$ cat src/rtl/conv_pkg.sv
// Shared types and constants for the convolution result serializer.
// CONV_SER_CHECKSUM_EN selects the LAST_CSUM index in the serializer.
package conv_pkg;

    localparam int DATA_W   = 8;
    localparam int NUM_ELEM = 9;
    localparam int WORD_W   = DATA_W * NUM_ELEM;

    typedef logic [DATA_W-1:0] elem_t;
    typedef logic [WORD_W-1:0] word_t;

    typedef enum logic [1:0] {
        EMPTY = 2'd0,
        ONE   = 2'd1,
        FULL  = 2'd2
    } occ_t;

    localparam logic [3:0] LAST_PLAIN = 4'd8;
    localparam logic [3:0] LAST_CSUM  = 4'd9;

    function automatic elem_t get_elem(input word_t w, input logic [3:0] i);
        elem_t e;
        e = '0;
        for (int k = 0; k < NUM_ELEM; k++) begin
            if (i == 4'(k)) e = w[k*DATA_W +: DATA_W];
        end
        return e;
    endfunction

    function automatic elem_t xor_elems(input word_t w);
        elem_t e;
        e = '0;
        for (int k = 0; k < NUM_ELEM; k++) begin
            e = e ^ w[k*DATA_W +: DATA_W];
        end
        return e;
    endfunction

endpackage

$ cat src/rtl/conv_word_store.sv
// Two-entry ping-pong word store with write/read pointers and occupancy.
// Capture and free in one cycle move both pointers and keep occupancy.
module conv_word_store
    import conv_pkg::*;
#(
    parameter int W = WORD_W
) (
    input  logic         clk,
    input  logic         reset,
    input  logic         wr_en,
    input  logic [W-1:0] wr_data,
    input  logic         rd_free,
    output logic [W-1:0] rd_data,
    output logic [1:0]   cnt
);

    logic [W-1:0] mem0;
    logic [W-1:0] mem1;
    logic         wp;
    logic         rp;
    occ_t         occ;
    occ_t         occ_nxt;

    always_ff @(posedge clk or posedge reset) begin
        if (reset) begin
            mem0 <= '0;
            mem1 <= '0;
            wp   <= 1'b0;
            rp   <= 1'b0;
            occ  <= EMPTY;
        end else begin
            if (wr_en) begin
                if (wp) mem1 <= wr_data;
                else    mem0 <= wr_data;
                wp <= ~wp;
            end
            if (rd_free) rp <= ~rp;
            occ <= occ_nxt;
        end
    end

    always_comb begin
        occ_nxt = occ;
        case (occ)
            EMPTY: if (wr_en) occ_nxt = ONE;
            ONE: begin
                if (wr_en && !rd_free)      occ_nxt = FULL;
                else if (!wr_en && rd_free) occ_nxt = EMPTY;
            end
            FULL: if (rd_free && !wr_en) occ_nxt = ONE;
            default: occ_nxt = EMPTY;
        endcase
    end

    assign rd_data = rp ? mem1 : mem0;
    assign cnt     = occ;

endmodule

$ cat src/rtl/conv_result_serializer.sv
// Serializes 72-bit convolution results to a byte stream with drop counting.
// Define CONV_SER_CHECKSUM_EN to append an XOR checksum byte per word.
module conv_result_serializer
    import conv_pkg::*;
(
    input  logic                       clk,
    input  logic                       reset,
    input  logic                       in_valid,
    input  logic [DATA_W*NUM_ELEM-1:0] in_data,
    output logic                       in_ready,
    output logic                       out_valid,
    input  logic                       out_ready,
    output logic [DATA_W-1:0]          out_data,
    output logic [3:0]                 out_index,
    output logic                       out_last,
    output logic [7:0]                 drop_cnt
);

`ifdef CONV_SER_CHECKSUM_EN
    localparam int         SW   = WORD_W + DATA_W;
    localparam logic [3:0] LAST = LAST_CSUM;
`else
    localparam int         SW   = WORD_W;
    localparam logic [3:0] LAST = LAST_PLAIN;
`endif

    logic [SW-1:0] wr_word;
    logic [SW-1:0] rd_word;
    logic [1:0]    cnt;
    logic [3:0]    idx;
    logic [7:0]    drops;
    logic          capture;
    logic          drop;
    logic          xfer;
    logic          free;

    // Room is judged on registered occupancy; a same-cycle free does not help.
    assign capture = in_valid && (cnt != FULL);
    assign drop    = in_valid && (cnt == FULL);
    assign xfer    = out_valid && out_ready;
    assign free    = xfer && (idx == LAST);

`ifdef CONV_SER_CHECKSUM_EN
    assign wr_word = {xor_elems(in_data), in_data};
`else
    assign wr_word = in_data;
`endif

    conv_word_store #(.W(SW)) u_store (
        .clk     (clk),
        .reset   (reset),
        .wr_en   (capture),
        .wr_data (wr_word),
        .rd_free (free),
        .rd_data (rd_word),
        .cnt     (cnt)
    );

    always_ff @(posedge clk or posedge reset) begin
        if (reset) begin
            idx   <= '0;
            drops <= '0;
        end else begin
            if (xfer) idx <= (idx == LAST) ? 4'd0 : idx + 4'd1;
            if (drop && drops != 8'hFF) drops <= drops + 8'd1;
        end
    end

    always_comb begin
        out_data = get_elem(rd_word[WORD_W-1:0], idx);
`ifdef CONV_SER_CHECKSUM_EN
        if (idx == LAST_CSUM) out_data = rd_word[SW-1 -: DATA_W];
`endif
    end

    assign in_ready  = (cnt != FULL);
    assign out_valid = (cnt != EMPTY);
    assign out_index = idx;
    assign out_last  = (idx == LAST);
    assign drop_cnt  = drops;

endmodule

$ cat config.mk
export PLATFORM = sky130hd
export DESIGN_NAME = conv_result_serializer
export DESIGN_NICKNAME = d
export VERILOG_FILES = /design/src/rtl/conv_pkg.sv /design/src/rtl/conv_word_store.sv /design/src/rtl/conv_result_serializer.sv
export SDC_FILE = /design/constraint.sdc
export NUM_CORES = 1
export LEC_CHECK = 0
export CAP_MARGIN = 20
export CORE_AREA = 4 4 156 158
export CTS_CLUSTER_DIAMETER = 100
export DETAILED_ROUTE_END_ITERATION = 16
export DIE_AREA = 0 0 160 162
export PLACE_DENSITY_LB_ADDON = 0.1
export SETUP_SLACK_MARGIN = 0.5
export SKIP_LAST_GASP = 1
export SLEW_MARGIN = 40
export SYNTH_ARGS = -nofsm -noshare
export SYNTH_HDL_FRONTEND = slang
export SYNTH_HIERARCHICAL = 1
export SYNTH_SLANG_ARGS = --single-unit
$ cat constraint.sdc
create_clock -name clk -period 7.6 [get_ports clk]
set_input_delay 2.28 -clock clk [delete_from_list [all_inputs] [get_ports clk]]
set_output_delay 2.28 -clock clk [all_outputs]
set_load 0.02 [all_outputs]
; Yosys cells after proc, flatten, opt, wreduce, memory -nomap -nowiden
; Index checks and enable logic that the tools add are counted.
[word_totals]
reg_bits = 160
in_bits = 76
out_inout_bits = 23
elab_cells = 57
[op_classes]
add_sub_neg = 2
n_eq_ne = 15
n_mux = 16
n_bitwise = 2
n_reduce_logical = 15
[op_table]
columns = op, count
row1 = 72-bit 2-to-1 mux, 1
row2 = 8-bit 2-to-1 mux, 9
row3 = 4-bit by 3-bit == test with 1-bit output (second input constant), 4
row4 = 8-bit by 1-bit adder with 8-bit output (second input constant), 1
row5 = 4-bit by 2-bit == test with 1-bit output (second input constant), 2
row6 = 2-bit 2-to-1 mux, 4
row7 = 8-bit != test (second input constant), 1
row8 = 1-bit logical AND, 7
row9 = 2-bit case mux with 3 select lines, 1
row10 = 4-bit by 1-bit adder with 4-bit output (second input constant), 1
row11 = 4-bit by 1-bit == test with 1-bit output (second input constant), 1
row12 = 4-bit == test (second input constant), 1
row13 = 4-bit zero test, 1
row14 = 4-bit 2-to-1 mux, 1
row15 = 2-bit by 1-bit != test with 1-bit output (second input constant), 2
row16 = 2-bit AND reduction, 2
row17 = 3-bit by 1-bit != test with 1-bit output (second input constant), 1
row18 = 3-bit AND reduction, 1
row19 = 2-bit by 1-bit == test with 1-bit output (second input constant), 1
row20 = 2-bit == test (second input constant), 1
row21 = 1-bit zero test, 2
row22 = 2-bit zero test, 1
row23 = 2-bit != test (second input constant), 1
row24 = 1-bit inverter, 2
row25 = 2-bit nonzero test, 1

; Longest topological paths before layout
[depth]
word_depth = 10
ltp_mapped = 9
ltp_nobuf = 8

; Cells and area by module
; The synthesis kept the hierarchy.
[by_module_without_submodules]
columns = module, instances, cells_per_inst, area_per_inst_um2, seq_area_each_um2
row1 = conv_word_store, 1, 402, 6540.0, 3703.6
row2 = conv_result_serializer, 1, 177, 1421.4, 300.3

; Worst setup path before layout
; Ideal clock, no wire load.
[synth_timing]
path_type = reg2out
start = register idx[0], in the netlist out_index[0]
end = output port out_data[0]
arrival_time_ps = 1999
t_required_ps = 5320
path_slack_ps = 3321
path_stages_with_launch = 9
path_buffers = 2
path_cell_list = dfrtp_1 > inv_1 > ha_1 > nor2b_2 > buf_6 > buf_6 > a221oi_1 > nor3b_1 > nor3_1
[synth_via]
elab_chain_cells = 10
word_cells_on_any_way = 18
cone_classes = 8 x eq/ne / 9 x mux / 1 x reduce/logical
[synth_rtl]
columns = item, line_no
row1 = "start, declared", conv_result_serializer.sv:30  ; logic [3:0] idx;
row2 = "start signal, assigned", conv_result_serializer.sv:64  ; if (xfer) idx <= (idx == LAST) ? 4'd0 : idx + 4'd1;
row3 = 4-bit zero test, conv_pkg.sv:25  ; if (i == 4'(k)) e = w[k*DATA_W +: DATA_W];
row4 = 8-bit 2-to-1 mux (8 in a row), conv_pkg.sv:25
row5 = 8-bit 2-to-1 mux (*), conv_pkg.sv:25
row6 = "end, declared", conv_result_serializer.sv:13  ; output logic [DATA_W-1:0] out_data,
; Mark *: on every way between the ends. The rest lies on a longest branch, timed or not.

; Worst setup path in the final report
[layout_timing]
start = register idx[0], in the netlist out_index[0]
end = output port out_data[3]
; Same word-level chain as after synthesis.

==> flow_metrics.py <==
metrics = {
    "worst_setup_path": {
        "end_kind": "output pin",
        "slowest_stage": "clkdlybuf4s50_1",
        "cp.required_ps": 5320,
        "arrival_ps": 3480,
        "ff2ff_setup_slack_ps": 5100,
        "cp_max_fo": 25,
        "max_stage_delay_ps": 700,
        "crit_family": "simple AND/OR/NAND/NOR gates",
        "critPathLaunchType": "register",
        "critical_path_class": "reg2out",
        "path_buf_inv": 2,
        "crit_chain": "inv_1 -> ha_1 -> and3b_1 -> a211o_1 -> a311oi_1 -> nor3_1 -> clkdlybuf4s50_1",
    },
    "timing": {
        "period_share_pct": 75.8,
        "hold_viol": 0,
        "worst_pin_slew_ps": 815,
        "setup_viol": 0,
        "rsz0062_at_grt": "no",
        "fin_crit_ps": 5760,
        "fin_ws_ps": 1840,
        "fmax_mhz": 174,
        "tns_ps": 0,
        "slew_headroom_pct": 45.6,
        "fin_skew_ps": 7.28,
        "slew_violations": 0,
    },
    "final_layout": {
        "num-fill-cells": 2168,
        "multiInputGateArea_sq_um": 3500,
        "n_antenna_cell": 0,
        "regArea_sq_um": 4010,
        "nets": 751,
        "syn_to_final_growth_pct": 20.8,
        "drive_gt1_share_pct": 39.8,
    },
    "logic_synthesis": {
        "ys_seq_area_share_pct": 50.3,
        "synth_cell_type_count": 46,
        "synth_cells": 579,
        "syn_nets": 662,
        "synthTopCellsByArea": "dfrtp_1, mux2_2, buf_12",
        "synth_common_cells": "mux2_2, dfrtp_1, inv_1, nor3_1, nand3b_1",
        "yosysMostFrequentCell": "mux2_2",
        "synth-edff-count": 0,
        "ys_warn_count": 6,
        "synth_ff_type": "dfrtp_1",
        "syn-mean-instance-area_sq_um": 13.8,
        "netlist_area_sq_um": 7960,
        "async_flop_share_pct": 100,
        "ys_ff_latch": 160,
        "yosysTopAreaCell": "dfrtp_1",
        "synth_top_cell_area_share_pct": 50.3,
    },
    "placement": {
        "numPortBuffers": 98,
        "dp_hpwl_mm": 14.1,
        "gp_congestion": 0.797,
        "post-place-ws_ps": 2090,
    },
    "power": {
        "p_leak_nw": 3.94,
        "ir_drop_mv": 0.167,
        "powerDensity_nw_per_um2": 464,
        "comb_power_share_pct": 46.5,
        "p_int_mw": 2.85,
        "pwr-share-seq_pct": 35.1,
        "p_sw_mw": 1.61,
        "sw_frac_of_total_pct": 36.1,
        "clkPwrFrac_pct": 18.4,
    },
    "route": {
        "antenna_left": 0,
        "wl_mm": 20.1,
        "drc": 0,
        "via_count": 4968,
        "viasPerCell": 5.12,
        "drtPass1Iterations": 4,
        "drt_iter0_markers": 225,
        "wl_per_cell_microns": 20.7,
    },
    "floorplan": {
        "num_rows": 56,
        "fp.dieW_microns": 160,
        "die_h_microns": 162,
        "io_pins": 99,
        "initial_core_util_pct": 34.4,
        "die_area_sq_um": 25900,
        "coreArea_sq_um": 23100,
    },
    "clock_network": {
        "clock_latency_ps": 420,
        "post_cts_resized": 0,
        "postCtsHoldBufs": 0,
        "htree_levels": 4,
        "postCtsSetupRepairBufs": 0,
        "root_buffer": "clkbuf_16",
        "clk_pin_slew_worst_paths_ps": 70,
        "cts_buffer_depth": 2,
        "numCtsBuffers": 17,
        "cts_tree": "done",
        "clock-sinks": 160,
    },
    "flow_run": {
        "maxCapViolCount": 0,
    },
    "outcome": {
        "status": "finished, final reports clean",
    },
    "grt": {
        "gr-usage-met2_pct": 25.5,
        "antenna_found_initial": 0,
        "grt_overflow": 0,
        "first_global_vias": 5398,
        "use_met1_pct": 22.3,
        "grt_pass1_wl_mm": 32.0,
        "met3_usage_pct": 3.68,
        "busiest_layer": "met2",
        "grt_max_degree": 116,
        "gr-usage-all-layers_pct": 16.0,
    },
    "hold_path": {
        "hold_path.class": "reg2reg",
    },
}
worst reg2reg max path: stages (launching register included):
cell     delay [ps]
dfrtp_1         440
inv_1           110
nand2_1          80
and2_1          280
nand2_4         420
buf_4           610
mux2_2          440
metrics by stage:
stage	total power [mW]	cell area (sq um)	hold WS, ps	util (%)	cells
floorplan	3.04	7960	474	-	579
global placement	3.60	8990	482	38.9	937
detailed placement	3.66	9050	480	39.1	939
CTS	4.51	9610	494	41.6	971
global route	4.74	9620	511	41.6	971
finish	4.46	9620	490	41.6	971
flip-flops by register name (all words and copies together) (netlist names):
signal,flops
u_store/mem0,72
u_store/wp,1
u_store/rp,1
u_store/mem1,72
out_index,4
u_store/cnt,2
drop_cnt,8
layer usage:
metal  up-vias  share of wire, %
li1       2290                 -
met1      2547                47
met2       113                47
met3        18               4.9
met4         0               1.2
met5         -                 0
final cells by class:
type / count / share of cell area [%]
flip-flops and latches: 160 / 41.7
multi-input cells: 358 / 36.4
repair buffers: 106 / 11.2
clock buffers: 19 / 4.50
well taps: 290 / 3.77
clock inverters: 13 / 1.33
inverters: 25 / 1.11
power groups by stage:
stage | clock, mW | combinational [mW] | sequential (mW)
5_1_grt | 0.891 | 2.22 | 1.63
4_1_cts | 0.851 | 2.09 | 1.57
2_1_floorplan | 0 | 1.55 | 1.49
6_report | 0.822 | 2.07 | 1.57
3_3_place_gp | 0 | 2.04 | 1.56
3_5_place_dp | 0 | 2.08 | 1.58
kinds of logic (layout without fill, tap and decap cells):
group,Yosys count,in the layout,share of synthesized area [%]
mux,219,219,31.0
flops,160,160,50.3
simple gates,66,66,5.22
buf+inv,61,163,5.83
compound gates,57,57,5.61
xor+xnor,9,9,0.990
fa+ha+maj,7,7,1.10
final timing paths:
kind / depth (start not counted) / end / start
worst max register to register: 6 / u_store/mem1[36] / u_store/cnt[0]
max in group asynchronous: 3 / u_store/mem1[33] / reset
worst min-delay path: 1 / drop_cnt[7] / drop_cnt[7]
min in group asynchronous: 2 / u_store/mem0[26] / reset
worst max-delay path: 7 / out_data[3] / out_index[0]
worst min register to register: 1 / drop_cnt[7] / drop_cnt[7]
placed cells by master, fill, tap and decap left out, types with 3 or more instances in the layout:
master	Yosys	final
nor3b_1	9	9
a221oi_1	8	8
clkdlybuf4s50_1	0	98
nor3_1	12	12
mux2_2	217	217
nand3_1	5	5
o22ai_1	8	8
nand2_1	6	6
xor2_1	8	8
nand2b_1	9	9
a211o_1	8	8
a221o_1	8	8
buf_4	1	6
inv_1	14	13
inv_2	9	9
nand3b_1	10	10
ha_1	7	7
clkinvlp_4	0	3
dfrtp_1	160	159
nor2_1	4	4
inv_6	0	6
clkbuf_16	0	17
a21oi_1	8	8
a311oi_1	8	8
Note: power is estimated with default switching activity, not from simulation.
